File: config.mk
export PLATFORM = sky130hd
export DESIGN_NAME = pipelined_cla_adder
export DESIGN_NICKNAME = d
export VERILOG_FILES = /design/src/rtl/alu_pkg.sv /design/src/rtl/cla_block.sv /design/src/rtl/pipelined_cla_adder.sv
export SDC_FILE = /design/constraint.sdc
export NUM_CORES = 1
export LEC_CHECK = 0
export CORE_MARGIN = 3
export CORE_UTILIZATION = 35
export CTS_BUF_LIST = sky130_fd_sc_hd__clkbuf_4 sky130_fd_sc_hd__clkbuf_8 sky130_fd_sc_hd__clkbuf_16
export DETAILED_ROUTE_END_ITERATION = 10
export GPL_ROUTABILITY_DRIVEN = 0
export PLACE_DENSITY = 0.53
export SYNTH_ARGS = -nofsm -noshare
export SYNTH_HDL_FRONTEND = slang
export SYNTH_HIERARCHICAL = 1
export SYNTH_SLANG_ARGS = --single-unit
File: constraint.sdc
create_clock -name clk -period 6.1 [get_ports clk]
set_input_delay 1.83 -clock clk [delete_from_list [all_inputs] [get_ports clk]]
set_output_delay 1.83 -clock clk [all_outputs]
set_load 0.03 [all_outputs]
File: src/rtl/alu_pkg.sv
`default_nettype none
// ============================================================================
// Module : alu_pkg
// Purpose: Shared definitions for the ALU adder datapath: stage-count helper,
//          status flag layout and flag bit indices.
// Ports  : none (package)
// Rev    : 1.0  initial release
// ============================================================================
package alu_pkg;

  // Bit positions of the flags inside alu_flags_t.
  localparam int FLG_Z = 0;
  localparam int FLG_V = 1;
  localparam int FLG_C = 2;

  // Packed status flags: carry, signed overflow, zero (c is the MSB).
  typedef struct packed {
    logic c;
    logic v;
    logic z;
  } alu_flags_t;

  // Number of lookahead blocks, one per pipeline stage.
  function automatic int n_stages(input int width, input int block);
    return width / block;
  endfunction

endpackage
`default_nettype wire

File: src/rtl/cla_block.sv
`default_nettype none
// ============================================================================
// Module : cla_block
// Purpose: BLOCK-bit combinational carry-lookahead slice.
// Ports  : a, b   - block operands
//          cin    - carry into bit 0
//          sum    - block sum
//          cout   - carry out of the block MSB
//          g, p   - group generate / group propagate of the whole block
//          c_msb  - carry into the block MSB (used for signed overflow)
// Rev    : 1.0  initial release
// ============================================================================
module cla_block
  import alu_pkg::*;
#(
  parameter int BLOCK = 8
) (
  input  logic [BLOCK-1:0] a,
  input  logic [BLOCK-1:0] b,
  input  logic             cin,
  output logic [BLOCK-1:0] sum,
  output logic             cout,
  output logic             g,
  output logic             p,
  output logic             c_msb
);

  logic [BLOCK-1:0] gen;
  logic [BLOCK-1:0] prop;
  logic [BLOCK:0]   carry;
  logic             gg;
  logic             pp;

  assign gen  = a & b;
  assign prop = a ^ b;

  // Each carry is formed from the prefix group (G,P) of bits [i:0] and the
  // block carry-in, so no carry depends on the previous bit's carry.
  always_comb begin
    gg       = 1'b0;
    pp       = 1'b1;
    carry    = '0;
    carry[0] = cin;
    for (int i = 0; i < BLOCK; i++) begin
      gg           = gen[i] | (prop[i] & gg);
      pp           = prop[i] & pp;
      carry[i+1]   = gg | (pp & cin);
    end
  end

  assign sum   = prop ^ carry[BLOCK-1:0];
  assign cout  = carry[BLOCK];
  assign g     = gg;
  assign p     = pp;
  assign c_msb = carry[BLOCK-1];

endmodule
`default_nettype wire

File: src/rtl/pipelined_cla_adder.sv
`default_nettype none
// ============================================================================
// Module : pipelined_cla_adder
// Purpose: Pipelined carry-lookahead adder/subtractor. One BLOCK-bit lookahead
//          slice per stage, carry registered between stages, STAGES-cycle
//          latency, one result per cycle, valid/ready with backpressure.
// Ports  : clk, rst_n            - clock, async active-low reset
//          in_valid/in_ready     - input handshake
//          in_a, in_b, in_cin    - operands and carry/borrow in
//          in_sub                - 0: A+B+cin, 1: A-B-cin
//          in_tag                - user tag carried with the operation
//          out_valid/out_ready   - output handshake
//          out_sum               - result
//          out_cout/ovf/zero     - carry out, signed overflow, zero
//          out_tag               - tag of the presented result
// Rev    : 1.0  initial release
// ============================================================================
module pipelined_cla_adder
  import alu_pkg::*;
#(
  parameter int WIDTH = 32,
  parameter int BLOCK = 8,
  parameter int TAG_W = 4
) (
  input  logic             clk,
  input  logic             rst_n,
  input  logic             in_valid,
  output logic             in_ready,
  input  logic [WIDTH-1:0] in_a,
  input  logic [WIDTH-1:0] in_b,
  input  logic             in_cin,
  input  logic             in_sub,
  input  logic [TAG_W-1:0] in_tag,
  output logic             out_valid,
  input  logic             out_ready,
  output logic [WIDTH-1:0] out_sum,
  output logic             out_cout,
  output logic             out_ovf,
  output logic             out_zero,
  output logic [TAG_W-1:0] out_tag
);

  localparam int STAGES = n_stages(WIDTH, BLOCK);
  localparam int LAST   = STAGES - 1;

  if ((BLOCK < 1) || (BLOCK > WIDTH) || (WIDTH % BLOCK != 0) || (TAG_W < 1)) begin : g_bad_params
    $error("pipelined_cla_adder: WIDTH must be a non-zero multiple of BLOCK and TAG_W >= 1");
  end

  logic adv;

  // Stage inputs: stage 0 sees the conditioned ports, stage k>0 sees stage k-1.
  logic [WIDTH-1:0] a_in   [STAGES];
  logic [WIDTH-1:0] b_in   [STAGES];
  logic [WIDTH-1:0] s_in   [STAGES];
  logic             c_in   [STAGES];
  logic             v_in   [STAGES];
  logic [TAG_W-1:0] tag_in [STAGES];

  logic [BLOCK-1:0] blk_sum  [STAGES];
  logic             blk_cout [STAGES];
  logic             blk_g    [STAGES];
  logic             blk_p    [STAGES];
  logic             blk_cmsb [STAGES];

  logic [WIDTH-1:0] s_nx [STAGES];
  logic             c_nx [STAGES];
  alu_flags_t       flags_nx;

  // Stage registers. a_q/b_q skew the not-yet-added upper operand bits, s_q
  // de-skews the already resolved lower sum slices.
  logic             v_q   [STAGES];
  logic [WIDTH-1:0] a_q   [STAGES];
  logic [WIDTH-1:0] b_q   [STAGES];
  logic [WIDTH-1:0] s_q   [STAGES];
  logic             c_q   [STAGES];
  logic [TAG_W-1:0] tag_q [STAGES];
  alu_flags_t       flags_q;

  assign adv      = !v_q[LAST] || out_ready;
  assign in_ready = adv;

  for (genvar k = 0; k < STAGES; k++) begin : g_stage
    if (k == 0) begin : g_head
      // A - B - borrow == A + ~B + ~borrow
      assign a_in[k]   = in_a;
      assign b_in[k]   = in_sub ? ~in_b : in_b;
      assign c_in[k]   = in_sub ^ in_cin;
      assign s_in[k]   = '0;
      assign v_in[k]   = in_valid;
      assign tag_in[k] = in_tag;
    end else begin : g_body
      assign a_in[k]   = a_q[k-1];
      assign b_in[k]   = b_q[k-1];
      assign c_in[k]   = c_q[k-1];
      assign s_in[k]   = s_q[k-1];
      assign v_in[k]   = v_q[k-1];
      assign tag_in[k] = tag_q[k-1];
    end

    cla_block #(
      .BLOCK (BLOCK)
    ) u_blk (
      .a     (a_in[k][k*BLOCK +: BLOCK]),
      .b     (b_in[k][k*BLOCK +: BLOCK]),
      .cin   (c_in[k]),
      .sum   (blk_sum[k]),
      .cout  (blk_cout[k]),
      .g     (blk_g[k]),
      .p     (blk_p[k]),
      .c_msb (blk_cmsb[k])
    );

    // The block carry-out is taken from the group terms; the ripple form
    // coming out of the slice must agree with it.
    always_comb begin
      assert (blk_cout[k] == (blk_g[k] | (blk_p[k] & c_in[k])));
    end
  end

  always_comb begin
    for (int k = 0; k < STAGES; k++) begin
      s_nx[k]                    = s_in[k];
      s_nx[k][k*BLOCK +: BLOCK]  = blk_sum[k];
      c_nx[k]                    = blk_g[k] | (blk_p[k] & c_in[k]);
    end
    flags_nx   = '0;
    flags_nx.c = c_nx[LAST];
    flags_nx.v = blk_cmsb[LAST] ^ c_nx[LAST];
    flags_nx.z = ~|s_nx[LAST];
  end

  // Every stage, valid bits included, moves only on adv so a stalled output
  // freezes the whole pipe.
  always_ff @(posedge clk or negedge rst_n) begin
    if (!rst_n) begin
      for (int k = 0; k < STAGES; k++) begin
        v_q[k]   <= 1'b0;
        a_q[k]   <= '0;
        b_q[k]   <= '0;
        s_q[k]   <= '0;
        c_q[k]   <= 1'b0;
        tag_q[k] <= '0;
      end
      flags_q <= '0;
    end else if (adv) begin
      for (int k = 0; k < STAGES; k++) begin
        v_q[k]   <= v_in[k];
        a_q[k]   <= a_in[k];
        b_q[k]   <= b_in[k];
        s_q[k]   <= s_nx[k];
        c_q[k]   <= c_nx[k];
        tag_q[k] <= tag_in[k];
      end
      flags_q <= flags_nx;
    end
  end

  assign out_valid = v_q[LAST];
  assign out_sum   = s_q[LAST];
  assign out_tag   = tag_q[LAST];
  assign out_cout  = flags_q[FLG_C];
  assign out_ovf   = flags_q[FLG_V];
  assign out_zero  = flags_q[FLG_Z];

endmodule
`default_nettype wire

==> impl_metrics.env, run 1 <==
export IMPL_outcome="finished, final reports clean"
export IMPL_antenna_found_initial=0
export IMPL_clock_skew_ps=13.8
export IMPL_relSlewSlack_pct=35.2
export IMPL_num_antenna_cells=0
export IMPL_hold_viol=0
export IMPL_setup_slack_ps=1080
export IMPL_fp_dieH_um=171
export IMPL_syn_avg_cell_area_um2=8.83
export IMPL_clk_latency_ps=500
export IMPL_hold_class="reg2reg"
export IMPL_power_density_mw_per_mm2=542
export IMPL_final_common_cell="nand2_1"
export IMPL_dr_first_iter_drc_count=533
export IMPL_grt_max_degree=228
export IMPL_postCtsSetupRepairBufs=0
export IMPL_chipWidth_um=171
export IMPL_grt_pass1_vias=7004
export IMPL_cts_tree="done"
export IMPL_area_growth_pct=21.4
export IMPL_p_leak_nw=5.61
export IMPL_place_area_mm2=0.0108
export IMPL_cp_start_kind="primary input"
export IMPL_nets=1285
export IMPL_synthCells=1081
export IMPL_final_cell_mix="nand2_1 (562), dfrtp_1 (202), clkdlybuf4s50_1 (112)"
export IMPL_r2r_setup_slack_ps=3710
export IMPL_io_pins=115
export IMPL_grtUsageTotal_pct=14.4
export IMPL_rsz0062_at_grt="false"
export IMPL_fmax_mhz=199
export IMPL_min_to="out_valid"
export IMPL_whs_ps=460
export IMPL_root_buffer="clkbuf_16"
export IMPL_clockBufferDepth=3
export IMPL_holdPathStages=1
export IMPL_grt_remaining_overflow=0
export IMPL_min_period_over_period_pct=82.4
export IMPL_drt_pass1_iterations=4
export IMPL_min_from="v_in[0]"
export IMPL_core_area_mm2=0.0264
export IMPL_cts_max_level=1
export IMPL_cap_violations=0
export IMPL_drive_gt1_share_pct=4.96
export IMPL_design_area_mm2=0.0116
export IMPL_wl_per_cell_um=13.5
export IMPL_routed_wirelength_um=20600
export IMPL_start_util_pct=36.1
export IMPL_pre_cts_ws_ps=1080
export IMPL_cts_sinks=202
export IMPL_drv_slew=0
export IMPL_reg2reg_from="a_in[25]"
export IMPL_grt_first_pass_wirelength_um=35400
export IMPL_ant_nets=0
export IMPL_num_rows=59
export IMPL_cts_inserted_buffers=23
export IMPL_end_kind="output port"
export IMPL_critical_path_class="in2out"
export IMPL_io_buffer_count=114
export IMPL_dieArea_mm2=0.0293
export IMPL_routed_via_density=4.63
export IMPL_syn_nets=1191
export IMPL_syn_cell_area_mm2=0.00954
export IMPL_r2r_cells=8
export IMPL_post_cts_resized=0
export IMPL_crit_fanout=2
export IMPL_post_dp_hpwl_um=13600
export IMPL_yosysWarningCount=6
export IMPL_fin_crit_ps=5020
export IMPL_peakVddDrop_uv=426
export IMPL_drc=0
export IMPL_ctsHoldBuffers=0
export IMPL_reg2reg_to="out_zero"
export IMPL_fin_util_pct=43.8
export IMPL_cp_arrival_ps=3190
export IMPL_setup_viol=0
export IMPL_tightest_slew_ps=972
export IMPL_clk_pin_slew_ps=50
export IMPL_fin_tns_setup_ps=0
export IMPL_vias=7053
export IMPL_cp_required_ps=4270
-- worst max path at each step --
stage | slack [ps] | start | end | cells past startpoint
finish | 1080 | out_ready | in_ready | 4
global route | 1050 | out_ready | in_ready | 4
CTS | 1080 | out_ready | in_ready | 4
detailed placement | 1080 | out_ready | in_ready | 4
global placement | 1080 | out_ready | in_ready | 4
floorplan | 1950 | out_ready | in_ready | 4
-- flip-flops by register name, indices dropped and copies added, names as in the netlist, 3 cells and up --
| register | count |
|---|---|
| a_in | 48 |
| b_in | 48 |
| s_in | 48 |
| out_sum | 32 |
| tag_in | 12 |
| out_tag | 4 |
| c_in | 3 |
| v_in | 3 |
-- metal layers --
metal,track usage [%],up-vias,share of wire [%]
met4,3.53,0,1.6
met2,20.7,128,40
met5,0,-,0
met1,22.8,3239,54
li1,-,3662,-
met3,2.10,24,4.3
-- critical path: stages --
cell             delay (ps)
clkdlybuf4s50_1         500
nor2b_4                  60
inv_4                   110
clkdlybuf4s50_1         680
-- power by group --
part           leakage, nW  switching, mW  internal [mW]
Combinational         2.77           1.57           1.03
Sequential            2.45          0.387           1.93
Clock                0.379          0.521          0.844
Total                 5.61           2.47           3.81
-- final cells by class --
type | instances | area, um2
Inverter | 9 | 36.3
Sequential cell | 202 | 5050
Tap cell | 335 | 419
Fill cell | 2653 | 14800
Timing Repair Buffer | 117 | 1200
Multi-Input combinational cell | 822 | 4120
Clock buffer | 32 | 668
Clock inverter | 7 | 87.6
-- stage by stage --
| stage | cells | power, mW |
|---|---|---|
| floorplan | 1081 | 4.17 |
| global placement | 1485 | 4.94 |
| detailed placement | 1485 | 4.98 |
| CTS | 1524 | 6.38 |
| global route | 1524 | 6.83 |
| finish | 1524 | 6.28 |
Note: power is estimated with default switching activity, not from simulation.
==> run 2, diff against run 1 <==
Settings changed: PLACE_DENSITY 0.53 to 0.55.
Clock period 6.1 ns to 4.6 ns, I/O delays scaled along.
==> run 2 against run 1 <==
Global-route usage grew 0.19 points. Utilization grew 0.38 points. Clock skew decreased by 4.1 ps. Register-to-register slack got worse by 1600 ps. Highest routed layer unchanged.
==> impl_metrics.env, run 2 (synthesized netlist as in run 1, its figures left out) <==
export IMPL_post_dp_hpwl_um=13900
export IMPL_cp_startpoint="out_ready"
export IMPL_grt_remaining_overflow=0
export IMPL_seqCellArea_mm2=0.00505
export IMPL_reg2reg_from="a_in[24]"
export IMPL_critical_path_slowest_cell="clkdlybuf4s50_1"
export IMPL_postCtsSetupRepairBufs=0
export IMPL_fin_util_pct=44.2
export IMPL_fin_tns_setup_ps=0
export IMPL_io_pins=115
export IMPL_chipWidth_um=171
export IMPL_fmax_mhz=274
export IMPL_num_antenna_cells=0
export IMPL_fin_crit_ps=3650
export IMPL_peakVddDrop_uv=634
export IMPL_critical_path_class="in2out"
export IMPL_place_area_mm2=0.0109
export IMPL_fillerInstances=2658
export IMPL_met2_length_um=8440
export IMPL_topRoutingLayerUsed="met4"
export IMPL_wl_met3_um=1010
export IMPL_cap_violations=0
export IMPL_crit_fanout=2
export IMPL_min_from="out_sum[4]"
export IMPL_final_common_cell="nand2_1"
export IMPL_num_rows=59
export IMPL_cp_arrival_ps=2270
export IMPL_clk_pin_slew_ps=50
export IMPL_clock_skew_ps=9.66
export IMPL_dieArea_mm2=0.0293
export IMPL_power_density_mw_per_mm2=725
export IMPL_dp_cells=1489
export IMPL_final_cells=1531
export IMPL_p_leak_nw=5.66
export IMPL_total_power_mw=8.48
export IMPL_whs_ps=462
export IMPL_relSlewSlack_pct=32.5
export IMPL_area_growth_pct=22.5
export IMPL_vias=7120
export IMPL_cts_sinks=202
export IMPL_wirelength_met1_um=10900
export IMPL_grt_first_pass_wirelength_um=35800
export IMPL_nets=1290
export IMPL_post_cts_resized=0
export IMPL_ant_nets=0
export IMPL_routed_wirelength_um=20700
export IMPL_setup_slack_ps=952
export IMPL_crit_family="buffers and inverters"
export IMPL_slowest_delay_ps=440
export IMPL_wl_per_cell_um=13.5
export IMPL_grt_max_degree=228
export IMPL_ctsHoldBuffers=0
export IMPL_hold_viol=0
export IMPL_outcome="finished, final reports clean"
export IMPL_antenna_found_initial=0
export IMPL_drt_pass1_iterations=5
export IMPL_routed_via_density=4.65
export IMPL_core_area_mm2=0.0264
export IMPL_rsz0062_at_grt="false"
export IMPL_drc=0
export IMPL_grt_pass1_vias=6988
export IMPL_design_area_mm2=0.0117
export IMPL_final_cell_mix="nand2_1 (562), dfrtp_1 (202), clkdlybuf4s50_1 (111)"
export IMPL_drv_slew=0
export IMPL_fp_dieH_um=171
export IMPL_io_buffer_count=114
export IMPL_dr_first_iter_drc_count=468
export IMPL_clockBufferDepth=3
export IMPL_hold_class="reg2reg"
export IMPL_cts_max_level=1
export IMPL_grtUsageTotal_pct=14.6
export IMPL_multi_input_area_mm2=0.00412
export IMPL_cts_tree="done"
export IMPL_start_util_pct=36.1
export IMPL_drive_gt1_share_pct=5.60
export IMPL_cp_required_ps=3220
export IMPL_pre_cts_ws_ps=947
export IMPL_min_period_over_period_pct=79.3
export IMPL_cp_start_kind="primary input"
export IMPL_root_buffer="clkbuf_16"
export IMPL_cp_num_buf_inv=3
export IMPL_cts_inserted_buffers=24
export IMPL_clk_latency_ps=500
export IMPL_path_cells="clkdlybuf4s50_1, nor2b_4, inv_4, buf_4"
export IMPL_tightest_slew_ps=1010
export IMPL_setup_viol=0
export IMPL_end_kind="output port"
==> run 2: metal layers <==
metal	GRT usage, %	vias to the layer above
met4	3.39	0
met3	2.26	23
met5	0	-
li1	-	3683
met1	23.1	3273
met2	21.0	141
==> run 2: power by group <==
group | leakage (nW) | internal (mW) | switching, mW | total (mW)
sequential | 2.45 | 2.56 | 0.504 | 3.07
clock | 0.419 | 1.23 | 0.725 | 1.96
combinational | 2.79 | 1.37 | 2.09 | 3.45
total | 5.66 | 5.16 | 3.31 | 8.48
==> run 2: worst reg2reg max path: cells and delay by family, from the launching register on <==
kind	cells	cell delay (ps)
AOI/OAI and AO/OA	3	790
xor gates and xnor gates	1	210
and+or+nand+nor	2	640
adders and majority gates	1	340
DFF	1	420
==> run 2: path summary, 6_finish.rpt <==
kind                       slack (ps)    endpoint  depth (start not counted)
max in group asynchronous        2810    b_in[74]                          2
max                               950    in_ready                          4
min reg2reg                       460  out_sum[4]                          2
min                               460  out_sum[4]                          2
max reg2reg                      2110    out_zero                          7
min in group asynchronous         880    b_in[85]                          1
==> run 2: layout make-up <==
cell class	instances	share of cell area, %
clock inverters	10	1.14
flip-flops and latches	202	43.3
inverters	9	0.311
multi-input cells	822	35.2
well taps	335	3.59
clock buffers	32	5.96
repair buffers	121	10.5
==> run 3, diff against run 2 <==
Settings changed: PLACE_DENSITY 0.55 to 0.53.
Clock period 4.6 ns to 3.6 ns, I/O delays scaled along.
==> run 3 against run 2 <==
Wire length decreased by 0.82%. Critical endpoint unchanged. Clock skew is 3.9 ps higher. Sequential share of layout area is 0.079 points higher. Die area unchanged. Highest routed layer unchanged.
==> impl_metrics.env, run 3 (synthesized netlist as in run 1, its figures left out) <==
export IMPL_crit_family="buffers and inverters"
export IMPL_outcome="finished, final reports clean"
export IMPL_holdPathStages=2
export IMPL_clk_latency_ps=490
export IMPL_io_buffer_count=114
export IMPL_area_growth_pct=22.2
export IMPL_dp_cells=1488
export IMPL_crit_fanout=2
export IMPL_grt_pass1_vias=7171
export IMPL_num_rows=59
export IMPL_cp_startpoint="out_ready"
export IMPL_tightest_slew_ps=964
export IMPL_design_area_mm2=0.0117
export IMPL_root_buffer="clkbuf_16"
export IMPL_total_power_mw=10.8
export IMPL_critical_path_class="in2out"
export IMPL_drc=0
export IMPL_wl_per_cell_um=13.5
export IMPL_drive_gt1_share_pct=5.05
export IMPL_clockBufferDepth=3
export IMPL_grt_max_degree=228
export IMPL_slowest_delay_ps=440
export IMPL_min_to="out_tag[3]"
export IMPL_min_period_over_period_pct=84.0
export IMPL_hold_viol=0
export IMPL_setup_viol=0
export IMPL_p_leak_nw=5.65
export IMPL_power_density_mw_per_mm2=924
export IMPL_start_util_pct=36.1
export IMPL_cp_start_kind="primary input"
export IMPL_ant_nets=0
export IMPL_r2r_setup_slack_ps=1220
export IMPL_postCtsSetupRepairBufs=0
export IMPL_hold_class="reg2reg"
export IMPL_clockPowerShare_pct=22.7
export IMPL_antenna_found_initial=0
export IMPL_cp_num_buf_inv=3
export IMPL_rsz0062_at_grt="false"
export IMPL_dieArea_mm2=0.0293
export IMPL_place_area_mm2=0.0109
export IMPL_final_common_cell="nand2_1"
export IMPL_core_area_mm2=0.0264
export IMPL_cts_sinks=202
export IMPL_fp_dieH_um=171
export IMPL_post_dp_hpwl_um=13900
export IMPL_cap_violations=0
export IMPL_dr_first_iter_drc_count=532
export IMPL_ctsHoldBuffers=0
export IMPL_path_cells="clkdlybuf4s50_1, nor2b_4, inv_4, buf_12"
export IMPL_final_cells=1524
export IMPL_fmax_mhz=331
export IMPL_fin_tns_setup_ps=0
export IMPL_fin_util_pct=44.1
export IMPL_p_sw_mw=4.17
export IMPL_cts_inserted_buffers=22
export IMPL_routed_via_density=4.61
export IMPL_internal_power_mw=6.61
export IMPL_swShare_pct=38.7
export IMPL_end_kind="output port"
export IMPL_reg2reg_from="b_in[24]"
export IMPL_peakVddDrop_uv=343
export IMPL_clk_pin_slew_ps=60
export IMPL_io_pins=115
export IMPL_fin_crit_ps=3020
export IMPL_reg2reg_to="out_zero"
export IMPL_min_from="out_tag[3]"
export IMPL_cts_tree="done"
export IMPL_drv_slew=0
export IMPL_critical_path_slowest_cell="clkdlybuf4s50_1"
export IMPL_r2r_cells=8
export IMPL_fillerInstances=2625
export IMPL_routed_wirelength_um=20600
export IMPL_nets=1287
export IMPL_relSlewSlack_pct=35.7
export IMPL_grt_remaining_overflow=0
export IMPL_chipWidth_um=171
export IMPL_vias=7024
export IMPL_drt_pass1_iterations=6
export IMPL_final_cell_mix="nand2_1 (562), dfrtp_1 (202), clkdlybuf4s50_1 (111)"
export IMPL_num_antenna_cells=0
export IMPL_cp_arrival_ps=1940
export IMPL_cp_required_ps=2520
export IMPL_grtUsageTotal_pct=14.4
export IMPL_cts_max_level=1
export IMPL_p_comb_share_pct=40.9
export IMPL_clock_skew_ps=13.6
export IMPL_grt_first_pass_wirelength_um=35500
export IMPL_seq_power_share_pct=36.4
export IMPL_post_cts_resized=0
## run 3: per-layer routing
metal,share of wire [%],up-vias,global-route usage (%)
met3,3.9,26,2.03
li1,-,3663,-
met4,1.7,0,3.29
met5,0,-,0
met1,54,3207,22.7
met2,41,128,21.0
## run 3: layout make-up
class | count | area [um2] | share of cell area [%]
timing repair buffer | 120 | 1240 | 10.7
tap | 335 | 419 | 3.59
multi-input combinational | 822 | 4120 | 35.3
inverter | 9 | 36.3 | 0.311
clock inverter | 8 | 165 | 1.42
clock buffer | 28 | 626 | 5.36
sequential | 202 | 5050 | 43.3
## run 3: how the worst max path moves through the flow
stage	slack [ps]	cells after the start	to
6_report	580	4	in_ready
5_1_grt	550	4	in_ready
4_1_cts	570	4	in_ready
3_5_place_dp	460	9	s_in[69]
3_3_place_gp	480	9	s_in[69]
2_1_floorplan	750	10	s_in[69]
## run 3: worst min-delay path: stages, from the launching register on
cell and delay, ps:
dfrtp_1 340, nand2_1 50, nand2_1 50
## run 3: stage by stage
stage	hold slack, ps	setup WS [ps]
after floorplan	430	755
after global placement	448	484
after detailed placement	452	457
after CTS	469	572
after global routing	482	551
final	463	577
## run 3: power groups by stage
| stage | combinational [mW] | clock, mW | sequential [mW] |
|---|---|---|---|
| 2_1_floorplan | 2.88 | 0 | 4.18 |
| 3_3_place_gp | 4.42 | 0 | 3.97 |
| 3_5_place_dp | 4.45 | 0 | 3.98 |
| 4_1_cts | 4.47 | 2.52 | 3.94 |
| 5_1_grt | 5.05 | 2.61 | 4.07 |
| 6_report | 4.40 | 2.45 | 3.93 |
